$ cat config.mk
export PLATFORM = sky130hd
export DESIGN_NAME = player_ctrl
export DESIGN_NICKNAME = d
export VERILOG_FILES = /design/src/rtl/player_ctrl_pkg.sv /design/src/rtl/player_ctrl_aabb.sv /design/src/rtl/player_ctrl.sv
export SDC_FILE = /design/constraint.sdc
export NUM_CORES = 1
export LEC_CHECK = 0
export ABC_AREA = 1
export CORE_MARGIN = 1.5
export CORE_UTILIZATION = 56
export CTS_CLUSTER_SIZE = 8
export DETAILED_ROUTE_END_ITERATION = 8
export GPL_TIMING_DRIVEN = 1
export PLACE_DENSITY = 0.89
export SLEW_MARGIN = 20
export SYNTH_ARGS = -nofsm -noshare
export SYNTH_HDL_FRONTEND = slang
export SYNTH_SLANG_ARGS = --single-unit
$ cat constraint.sdc
create_clock -name frame_clk -period 5.5 [get_ports frame_clk]
set_clock_uncertainty 0.15 [all_clocks]
set_input_delay 1.1 -clock frame_clk [delete_from_list [all_inputs] [get_ports frame_clk]]
set_output_delay 1.1 -clock frame_clk [all_outputs]
set_load 0.02 [all_outputs]
$ cat src/rtl/player_ctrl_pkg.sv
// player_pkg: shared definitions for the per-player controller.
//   - coordinate / sum widths (sums carry one extra bit so edge tests never wrap)
//   - screen bounds, FSM state enum, default keymaps for both players
package player_pkg;

  localparam int COORD_W = 10;

  typedef logic [COORD_W-1:0] coord_t;
  typedef logic [COORD_W:0]   sum_t;

  localparam sum_t SCREEN_MAX_X = sum_t'(639);
  localparam sum_t SCREEN_MAX_Y = sum_t'(479);

  typedef enum logic [1:0] {
    ALIVE = 2'd0,
    HIT   = 2'd1,
    DEAD  = 2'd2
  } state_e;

  // Player 1: arrow keys + 'P'
  localparam logic [7:0] P1_KEY_UP    = 8'h52;
  localparam logic [7:0] P1_KEY_DOWN  = 8'h51;
  localparam logic [7:0] P1_KEY_LEFT  = 8'h50;
  localparam logic [7:0] P1_KEY_RIGHT = 8'h4F;
  localparam logic [7:0] P1_KEY_BOMB  = 8'h13;

  // Player 2: WASD + space
  localparam logic [7:0] P2_KEY_UP    = 8'h1A;
  localparam logic [7:0] P2_KEY_DOWN  = 8'h16;
  localparam logic [7:0] P2_KEY_LEFT  = 8'h04;
  localparam logic [7:0] P2_KEY_RIGHT = 8'h07;
  localparam logic [7:0] P2_KEY_BOMB  = 8'h2C;

endpackage

$ cat src/rtl/player_ctrl_aabb.sv
// aabb_overlap: combinational half-open box overlap test.
//   ax_i/ay_i/aw_i/ah_i : box A top-left and size
//   bx_i/by_i/bw_i/bh_i : box B top-left and size
//   overlap_o           : 1 when the boxes share at least one pixel
// Right/bottom edges are formed 11 bits wide so boxes near 1023 never wrap.
module aabb_overlap
  import player_pkg::*;
(
  input  logic [COORD_W-1:0] ax_i,
  input  logic [COORD_W-1:0] ay_i,
  input  logic [COORD_W-1:0] aw_i,
  input  logic [COORD_W-1:0] ah_i,
  input  logic [COORD_W-1:0] bx_i,
  input  logic [COORD_W-1:0] by_i,
  input  logic [COORD_W-1:0] bw_i,
  input  logic [COORD_W-1:0] bh_i,
  output logic               overlap_o
);

  sum_t a_l, a_r, a_t, a_b;
  sum_t b_l, b_r, b_t, b_b;

  assign a_l = sum_t'(ax_i);
  assign a_t = sum_t'(ay_i);
  assign a_r = sum_t'(ax_i) + sum_t'(aw_i);
  assign a_b = sum_t'(ay_i) + sum_t'(ah_i);
  assign b_l = sum_t'(bx_i);
  assign b_t = sum_t'(by_i);
  assign b_r = sum_t'(bx_i) + sum_t'(bw_i);
  assign b_b = sum_t'(by_i) + sum_t'(bh_i);

  assign overlap_o = (a_l < b_r) && (b_l < a_r) && (a_t < b_b) && (b_t < a_b);

endmodule

$ cat src/rtl/player_ctrl.sv
// player_ctrl: one Bomberman player, advanced once per frame.
//   frame_clk, Reset (async, active-high)
//   keycode                        : current key, 0 = none
//   wall_x/wall_y/wall_s           : packed square walls, 10 bits each
//   bomb_x/bomb_y/bomb_xs/bomb_ys  : packed explosion boxes, bomb_active marks lethal ones
//   bomb_drop / damage             : one-frame pulses
//   collide                        : box overlaps an active explosion (registered)
//   heart / dead                   : remaining hearts, terminal state flag
//   userX / userY                  : sprite top-left
module player_ctrl
  import player_pkg::*;
#(
  parameter int         NUM_WALLS     = 4,
  parameter int         NUM_BOMBS     = 2,
  parameter int         X_SIZE        = 19,
  parameter int         Y_SIZE        = 26,
  parameter int         STEP          = 1,
  parameter int         START_X       = 543,
  parameter int         START_Y       = 415,
  parameter int         LIVES         = 3,
  parameter int         IFRAMES       = 60,
  parameter int         BOMB_COOLDOWN = 90,
  parameter logic [7:0] KEY_UP        = P1_KEY_UP,
  parameter logic [7:0] KEY_DOWN      = P1_KEY_DOWN,
  parameter logic [7:0] KEY_LEFT      = P1_KEY_LEFT,
  parameter logic [7:0] KEY_RIGHT     = P1_KEY_RIGHT,
  parameter logic [7:0] KEY_BOMB      = P1_KEY_BOMB
) (
  input  logic                         frame_clk,
  input  logic                         Reset,
  input  logic [7:0]                   keycode,
  input  logic [COORD_W*NUM_WALLS-1:0] wall_x,
  input  logic [COORD_W*NUM_WALLS-1:0] wall_y,
  input  logic [COORD_W*NUM_WALLS-1:0] wall_s,
  input  logic [COORD_W*NUM_BOMBS-1:0] bomb_x,
  input  logic [COORD_W*NUM_BOMBS-1:0] bomb_y,
  input  logic [COORD_W*NUM_BOMBS-1:0] bomb_xs,
  input  logic [COORD_W*NUM_BOMBS-1:0] bomb_ys,
  input  logic [NUM_BOMBS-1:0]         bomb_active,
  output logic                         bomb_drop,
  output logic                         damage,
  output logic                         collide,
  output logic [2:0]                   heart,
  output logic                         dead,
  output logic [COORD_W-1:0]           userX,
  output logic [COORD_W-1:0]           userY
);

  localparam int IFR_W = (IFRAMES < 1) ? 1 : $clog2(IFRAMES + 1);
  localparam int CD_W  = (BOMB_COOLDOWN < 1) ? 1 : $clog2(BOMB_COOLDOWN + 1);
  typedef logic [IFR_W-1:0] ifr_t;
  typedef logic [CD_W-1:0]  cd_t;

  localparam coord_t STEP_C  = coord_t'(STEP);
  localparam coord_t XS      = coord_t'(X_SIZE);
  localparam coord_t YS      = coord_t'(Y_SIZE);
  localparam coord_t SPAWN_X = coord_t'(START_X);
  localparam coord_t SPAWN_Y = coord_t'(START_Y);

  state_e     state_q, state_d;
  coord_t     x_q, x_d, y_q, y_d;
  logic [2:0] heart_q, heart_d;
  ifr_t       ifr_q, ifr_d;
  cd_t        cd_q, cd_d;
  logic [7:0] prev_key_q;
  logic       drop_q, drop_d, damage_q, damage_d, collide_q, collide_d;

  coord_t               cand_x, cand_y;
  logic                 step_ok, move_ok, hit_any;
  logic [NUM_WALLS-1:0] wall_hit;
  logic [NUM_BOMBS-1:0] bomb_hit;

  // Candidate position; edge limits are checked before the move so left/up never underflow.
  always_comb begin
    cand_x  = x_q;
    cand_y  = y_q;
    step_ok = 1'b0;
    if (keycode == KEY_LEFT) begin
      step_ok = (x_q >= STEP_C);
      cand_x  = x_q - STEP_C;
    end else if (keycode == KEY_RIGHT) begin
      step_ok = (sum_t'(x_q) + sum_t'(STEP_C) + sum_t'(XS) <= SCREEN_MAX_X);
      cand_x  = x_q + STEP_C;
    end else if (keycode == KEY_UP) begin
      step_ok = (y_q >= STEP_C);
      cand_y  = y_q - STEP_C;
    end else if (keycode == KEY_DOWN) begin
      step_ok = (sum_t'(y_q) + sum_t'(STEP_C) + sum_t'(YS) <= SCREEN_MAX_Y);
      cand_y  = y_q + STEP_C;
    end
  end

  for (genvar i = 0; i < NUM_WALLS; i++) begin : g_wall
    aabb_overlap u_wall (
      .ax_i     (cand_x),
      .ay_i     (cand_y),
      .aw_i     (XS),
      .ah_i     (YS),
      .bx_i     (wall_x[COORD_W*i +: COORD_W]),
      .by_i     (wall_y[COORD_W*i +: COORD_W]),
      .bw_i     (wall_s[COORD_W*i +: COORD_W]),
      .bh_i     (wall_s[COORD_W*i +: COORD_W]),
      .overlap_o(wall_hit[i])
    );
  end

  // Explosions are tested against the current (not candidate) box.
  for (genvar i = 0; i < NUM_BOMBS; i++) begin : g_bomb
    aabb_overlap u_bomb (
      .ax_i     (x_q),
      .ay_i     (y_q),
      .aw_i     (XS),
      .ah_i     (YS),
      .bx_i     (bomb_x[COORD_W*i +: COORD_W]),
      .by_i     (bomb_y[COORD_W*i +: COORD_W]),
      .bw_i     (bomb_xs[COORD_W*i +: COORD_W]),
      .bh_i     (bomb_ys[COORD_W*i +: COORD_W]),
      .overlap_o(bomb_hit[i])
    );
  end

  assign move_ok   = step_ok && !(|wall_hit);
  assign hit_any   = |(bomb_hit & bomb_active);
  assign collide_d = hit_any;

  always_comb begin
    state_d  = state_q;
    x_d      = x_q;
    y_d      = y_q;
    heart_d  = heart_q;
    ifr_d    = ifr_q;
    damage_d = 1'b0;
    unique case (state_q)
      ALIVE: begin
        if (hit_any) begin
          // A hit respawns the player and takes priority over any move this frame.
          damage_d = 1'b1;
          heart_d  = heart_q - 3'd1;
          x_d      = SPAWN_X;
          y_d      = SPAWN_Y;
          if (heart_q == 3'd1) begin
            state_d = DEAD;
          end else begin
            state_d = HIT;
            ifr_d   = ifr_t'(IFRAMES);
          end
        end else if (move_ok) begin
          x_d = cand_x;
          y_d = cand_y;
        end
      end
      HIT: begin
        if (move_ok) begin
          x_d = cand_x;
          y_d = cand_y;
        end
        if (ifr_q <= ifr_t'(1)) begin
          state_d = ALIVE;
          ifr_d   = '0;
        end else begin
          ifr_d = ifr_q - ifr_t'(1);
        end
      end
      DEAD: begin
      end
      default: state_d = ALIVE;
    endcase
  end

  // Bomb requests fire on the press edge only and are rate-limited by the cooldown.
  always_comb begin
    drop_d = (state_q != DEAD) && (keycode == KEY_BOMB) &&
             (prev_key_q != KEY_BOMB) && (cd_q == '0);
    cd_d   = cd_q;
    if (drop_d) begin
      cd_d = cd_t'(BOMB_COOLDOWN);
    end else if (cd_q != '0) begin
      cd_d = cd_q - cd_t'(1);
    end
  end

  always_ff @(posedge frame_clk or posedge Reset) begin
    if (Reset) begin
      state_q    <= ALIVE;
      x_q        <= SPAWN_X;
      y_q        <= SPAWN_Y;
      heart_q    <= 3'(LIVES);
      ifr_q      <= '0;
      cd_q       <= '0;
      prev_key_q <= '0;
      drop_q     <= 1'b0;
      damage_q   <= 1'b0;
      collide_q  <= 1'b0;
    end else begin
      state_q    <= state_d;
      x_q        <= x_d;
      y_q        <= y_d;
      heart_q    <= heart_d;
      ifr_q      <= ifr_d;
      cd_q       <= cd_d;
      prev_key_q <= keycode;
      drop_q     <= drop_d;
      damage_q   <= damage_d;
      collide_q  <= collide_d;
    end
  end

  assign bomb_drop = drop_q;
  assign damage    = damage_q;
  assign collide   = collide_q;
  assign heart     = heart_q;
  assign dead      = (state_q == DEAD);
  assign userX     = x_q;
  assign userY     = y_q;

endmodule

==> flow_metrics.py <==
metrics = {
    "placed_design": {
        "io_buffers": 238,
        "place_area_mm2": 0.01705,
        "dp_hpwl_um": 39770,
        "place.gp.congestion": 1.049,
    },
    "global_routing": {
        "grt_pass1_vias": 15590,
        "antenna_found_initial": 1,
        "track_usage_pct": 35.38,
        "overflow": 0,
        "grt_pass1_wl_um": 74970,
        "grt_max_degree": 50,
    },
    "sta": {
        "setup_violations": 0,
        "rsz0062_at_grt": "false",
        "fin_setup_tns_ns": 0,
        "tightest_slew_ns": 0.8500,
        "relSlewSlack_pct": 43.34,
        "finalHoldViolCount": 0,
        "post-route-period-util_pct": 94.21,
        "timing.final.crit_period_ns": 5.181,
        "max_freq_ghz": 0.1930,
        "finalMaxSlewViolations": 0,
    },
    "layout": {
        "multiInputGateArea_mm2": 0.01186,
        "final_area_mm2": 0.01724,
        "syn_to_final_growth_pct": 21.07,
        "drive_above_1_share_pct": 4.090,
        "nNetsFinal": 2912,
        "seqCellArea_mm2": 0.001245,
        "fill_cells": 2082,
    },
    "setup_path": {
        "worstPathRequired_ns": 5.57,
        "cp.arrival_ns": 5.25,
        "critical_path_class": "input pin to flop",
        "cp-start-kind": "input pin",
        "crit_path_max_fanout": 34,
        "endpoint_kind": "flop",
    },
    "clock_network": {
        "cts_tree": "yes",
        "cts-root-buf": "clkbuf_16",
        "cts.path.max_buffers": 2,
        "cts_setup_buffers": 0,
        "cts_buffers": 5,
        "clock_latency_ns": 0.30,
        "cts_resized": 0,
        "htreeDepth": 2,
        "clkTransAtPathRegs_ns": 0.06,
        "cts_sinks": 49,
        "postCtsHoldBufs": 0,
    },
    "synthesis": {
        "synth_compound_area_share_pct": 16.16,
        "ys_ff_latch": 49,
        "synthCells": 2106,
        "synthAdderAreaFrac_pct": 31.73,
        "yosys_warnings": 0,
        "syn-num-nets": 2672,
        "syn-cell-area_mm2": 0.01424,
        "yosys.cell_types.count": 56,
        "synth-simple-area-share_pct": 26.28,
        "yosysTopAreaCell": "ha_1",
        "synth_area_per_cell_um2": 6.762,
        "synth_area_leaders": "ha_1 (30%), nand2_1 (13%), a21oi_1 (7.5%), inv_1 (6.8%), xor2_1 (6.8%)",
        "synth_seq_area_share_pct": 8.742,
        "synth_top_family_by_area": "adder cells",
        "synth_mux_area_share_pct": 0.07029,
        "synth_top_area_share_pct": 30.05,
        "synth-xor-area-share_pct": 8.795,
    },
    "drt": {
        "routed_via_density": 5.905,
        "drc": 0,
        "drt_iter0_drc": 1508,
        "drt-total-wl_um": 47120,
        "vias": 15810,
        "drtPass1Iterations": 6,
        "drtAntennaViolNets": 0,
        "wl_per_cell_um": 17.60,
    },
    "power": {
        "peakVddDrop_uv": 171.7,
        "power.leakage_nw": 8.785,
        "power_density_mw_per_mm2": 370.0,
    },
    "die": {
        "die_h_um": 162.5,
        "ios": 239,
        "rows": 58,
        "die-area_mm2": 0.02640,
        "die_x_um": 162.5,
        "start_util_pct": 56.88,
        "fp.coreArea_mm2": 0.02504,
    },
    "hold_path": {
        "hp-class": "flop to flop",
    },
    "run": {
        "cap_violations": 0,
    },
    "outcome": {
        "status": "complete, no violations",
    },
}
-- flip-flops by register name, summed over array words and instances (netlist names) --
name,flops
cd_q,7
collide,1
bomb_drop,1
heart,3
prev_key_q,8
ifr_q,6
userX,10
state_q,2
damage,1
userY,10
-- report_power, final --
| part | internal [mW] | switching [mW] |
|---|---|---|
| combinational | 2.05 | 3.16 |
| sequential | 0.508 | 0.344 |
| clock | 0.182 | 0.139 |
| total | 2.74 | 3.64 |
-- layout by cell type (no fill, tap or decap), drive strengths merged, types with 5 or more instances in the layout --
cell type      instances
nand4                 38
o21ai                 93
nand2                491
o31ai                  6
nor3                  39
inv                  261
o21bai                29
ha                   342
buf                   24
dfrtp                 34
a21o                   7
xnor2                 33
a21boi                 5
nand3                130
nand3b                 7
clkbuf                 7
nor2                 148
a31oi                  6
a211oi                20
xor2                 110
a21oi                214
fa                    12
o211ai                 6
clkdlybuf4s50        238
dfstp                 15
-- metrics by stage --
step	hold slack [ns]	std cells	total power, mW	worst slack (ns)	utilization, %
global placement	0.3087	2669	5.620	0.1092	68.10
floorplan	0.2916	2106	4.299	0.9784	-
CTS	0.3199	2677	6.259	0.2960	68.70
global route	0.3334	2677	7.067	0.001699	68.86
finish	0.3181	2678	6.379	0.3185	68.87
detailed placement	0.3076	2669	5.902	0.01129	68.10
-- critical path, stage by stage --
cell             delay (ns)
clkdlybuf4s50_1        0.54
inv_1                  0.07
nand2_2                0.11
nor2_1                 0.06
nand2_1                0.34
inv_1                  0.11
buf_4                  0.18
nand2_1                0.05
o21ai_0                0.07
nand2_1                0.09
o21ai_2                0.08
buf_4                  0.19
xnor2_1                0.51
ha_1                   0.36
a21oi_1                0.16
nand3_1                0.11
nand3_1                0.08
nand2_1                0.07
nand2_1                0.07
nand2_1                0.06
nand2_1                0.09
nand2_1                0.07
nand2_2                0.16
nor2_8                 0.06
buf_12                 0.16
nand2_1                0.06
nand2_1                0.06
a21oi_1                0.15
-- synth_stat cells, drive strengths merged --
| cell type | count |
|---|---|
| a2111oi | 1 |
| ha | 342 |
| nor4 | 3 |
| nand3b | 7 |
| o21bai | 29 |
| buf | 23 |
| a211o | 1 |
| a211oi | 20 |
| o221ai | 4 |
| o21ai | 93 |
| fa | 12 |
| a221o | 2 |
| a31oi | 6 |
| dfrtp | 34 |
| mux2i | 1 |
| o211ai | 6 |
| o21a | 4 |
| o31a | 2 |
| xor2 | 110 |
| a21o | 7 |
| o41ai | 1 |
| xnor2 | 33 |
| nand4 | 38 |
| a22oi | 1 |
| inv | 262 |
| a21oi | 214 |
| o31ai | 6 |
| clkinv | 2 |
| a21boi | 5 |
| nand2 | 491 |
| or2 | 4 |
| o22ai | 1 |
| nand3 | 130 |
| a32oi | 1 |
| dfstp | 15 |
| and3 | 1 |
| nor2 | 148 |
| nor3 | 39 |
| clkbuf | 6 |
| a31o | 1 |
-- metal layers --
layer / share of wire, % / vias up / track usage (%)
li1: - / 7636 / -
met1: 40 / 7233 / 42.17
met2: 46 / 777 / 60.98
met3: 7.9 / 168 / 4.609
met4: 6.1 / 0 / 20.48
met5: 0 / - / 0
-- layout make-up --
cell class / count / area share, %
timing repair buffer: 262 / 14.93
antenna: 1 / 0.01451
sequential: 49 / 7.221
clock buffer: 7 / 0.8273
inverter: 264 / 5.755
multi-input combinational: 1764 / 68.81
clock inverter: 1 / 0.04354
tap: 330 / 2.395
-- logic make-up (layout without fill, tap and decap cells) --
group,count (synthesis),in the layout
and+or+nand+nor,861,861
AOI/OAI and AO/OA,405,405
adders and majority gates,354,354
buffers and inverters,293,534
xor gates and xnor gates,143,143
DFF,49,49
muxes,1,1
other,0,1
-- path summary, 6_finish.rpt --
path                            cells after the start  slack (ns)                       to                 start
max in group asynchronous                           2        3.56  prev_key_q[0]$_DFF_PP0_                 Reset
worst min-delay path                                1        0.32      cd_q[5]$_DFFE_PP0P_   cd_q[5]$_DFFE_PP0P_
worst max-delay path                               28        0.32     userY[5]$_DFFE_PP0P_            keycode[7]
min in group asynchronous                           2        1.12      cd_q[2]$_DFFE_PP0P_                 Reset
worst max register to register                     28        0.88     userY[5]$_DFFE_PP0P_  userY[1]$_DFFE_PP1P_
worst min register to register                      1        0.32      cd_q[5]$_DFFE_PP0P_   cd_q[5]$_DFFE_PP0P_
Note: power is estimated with default switching activity, not from simulation.
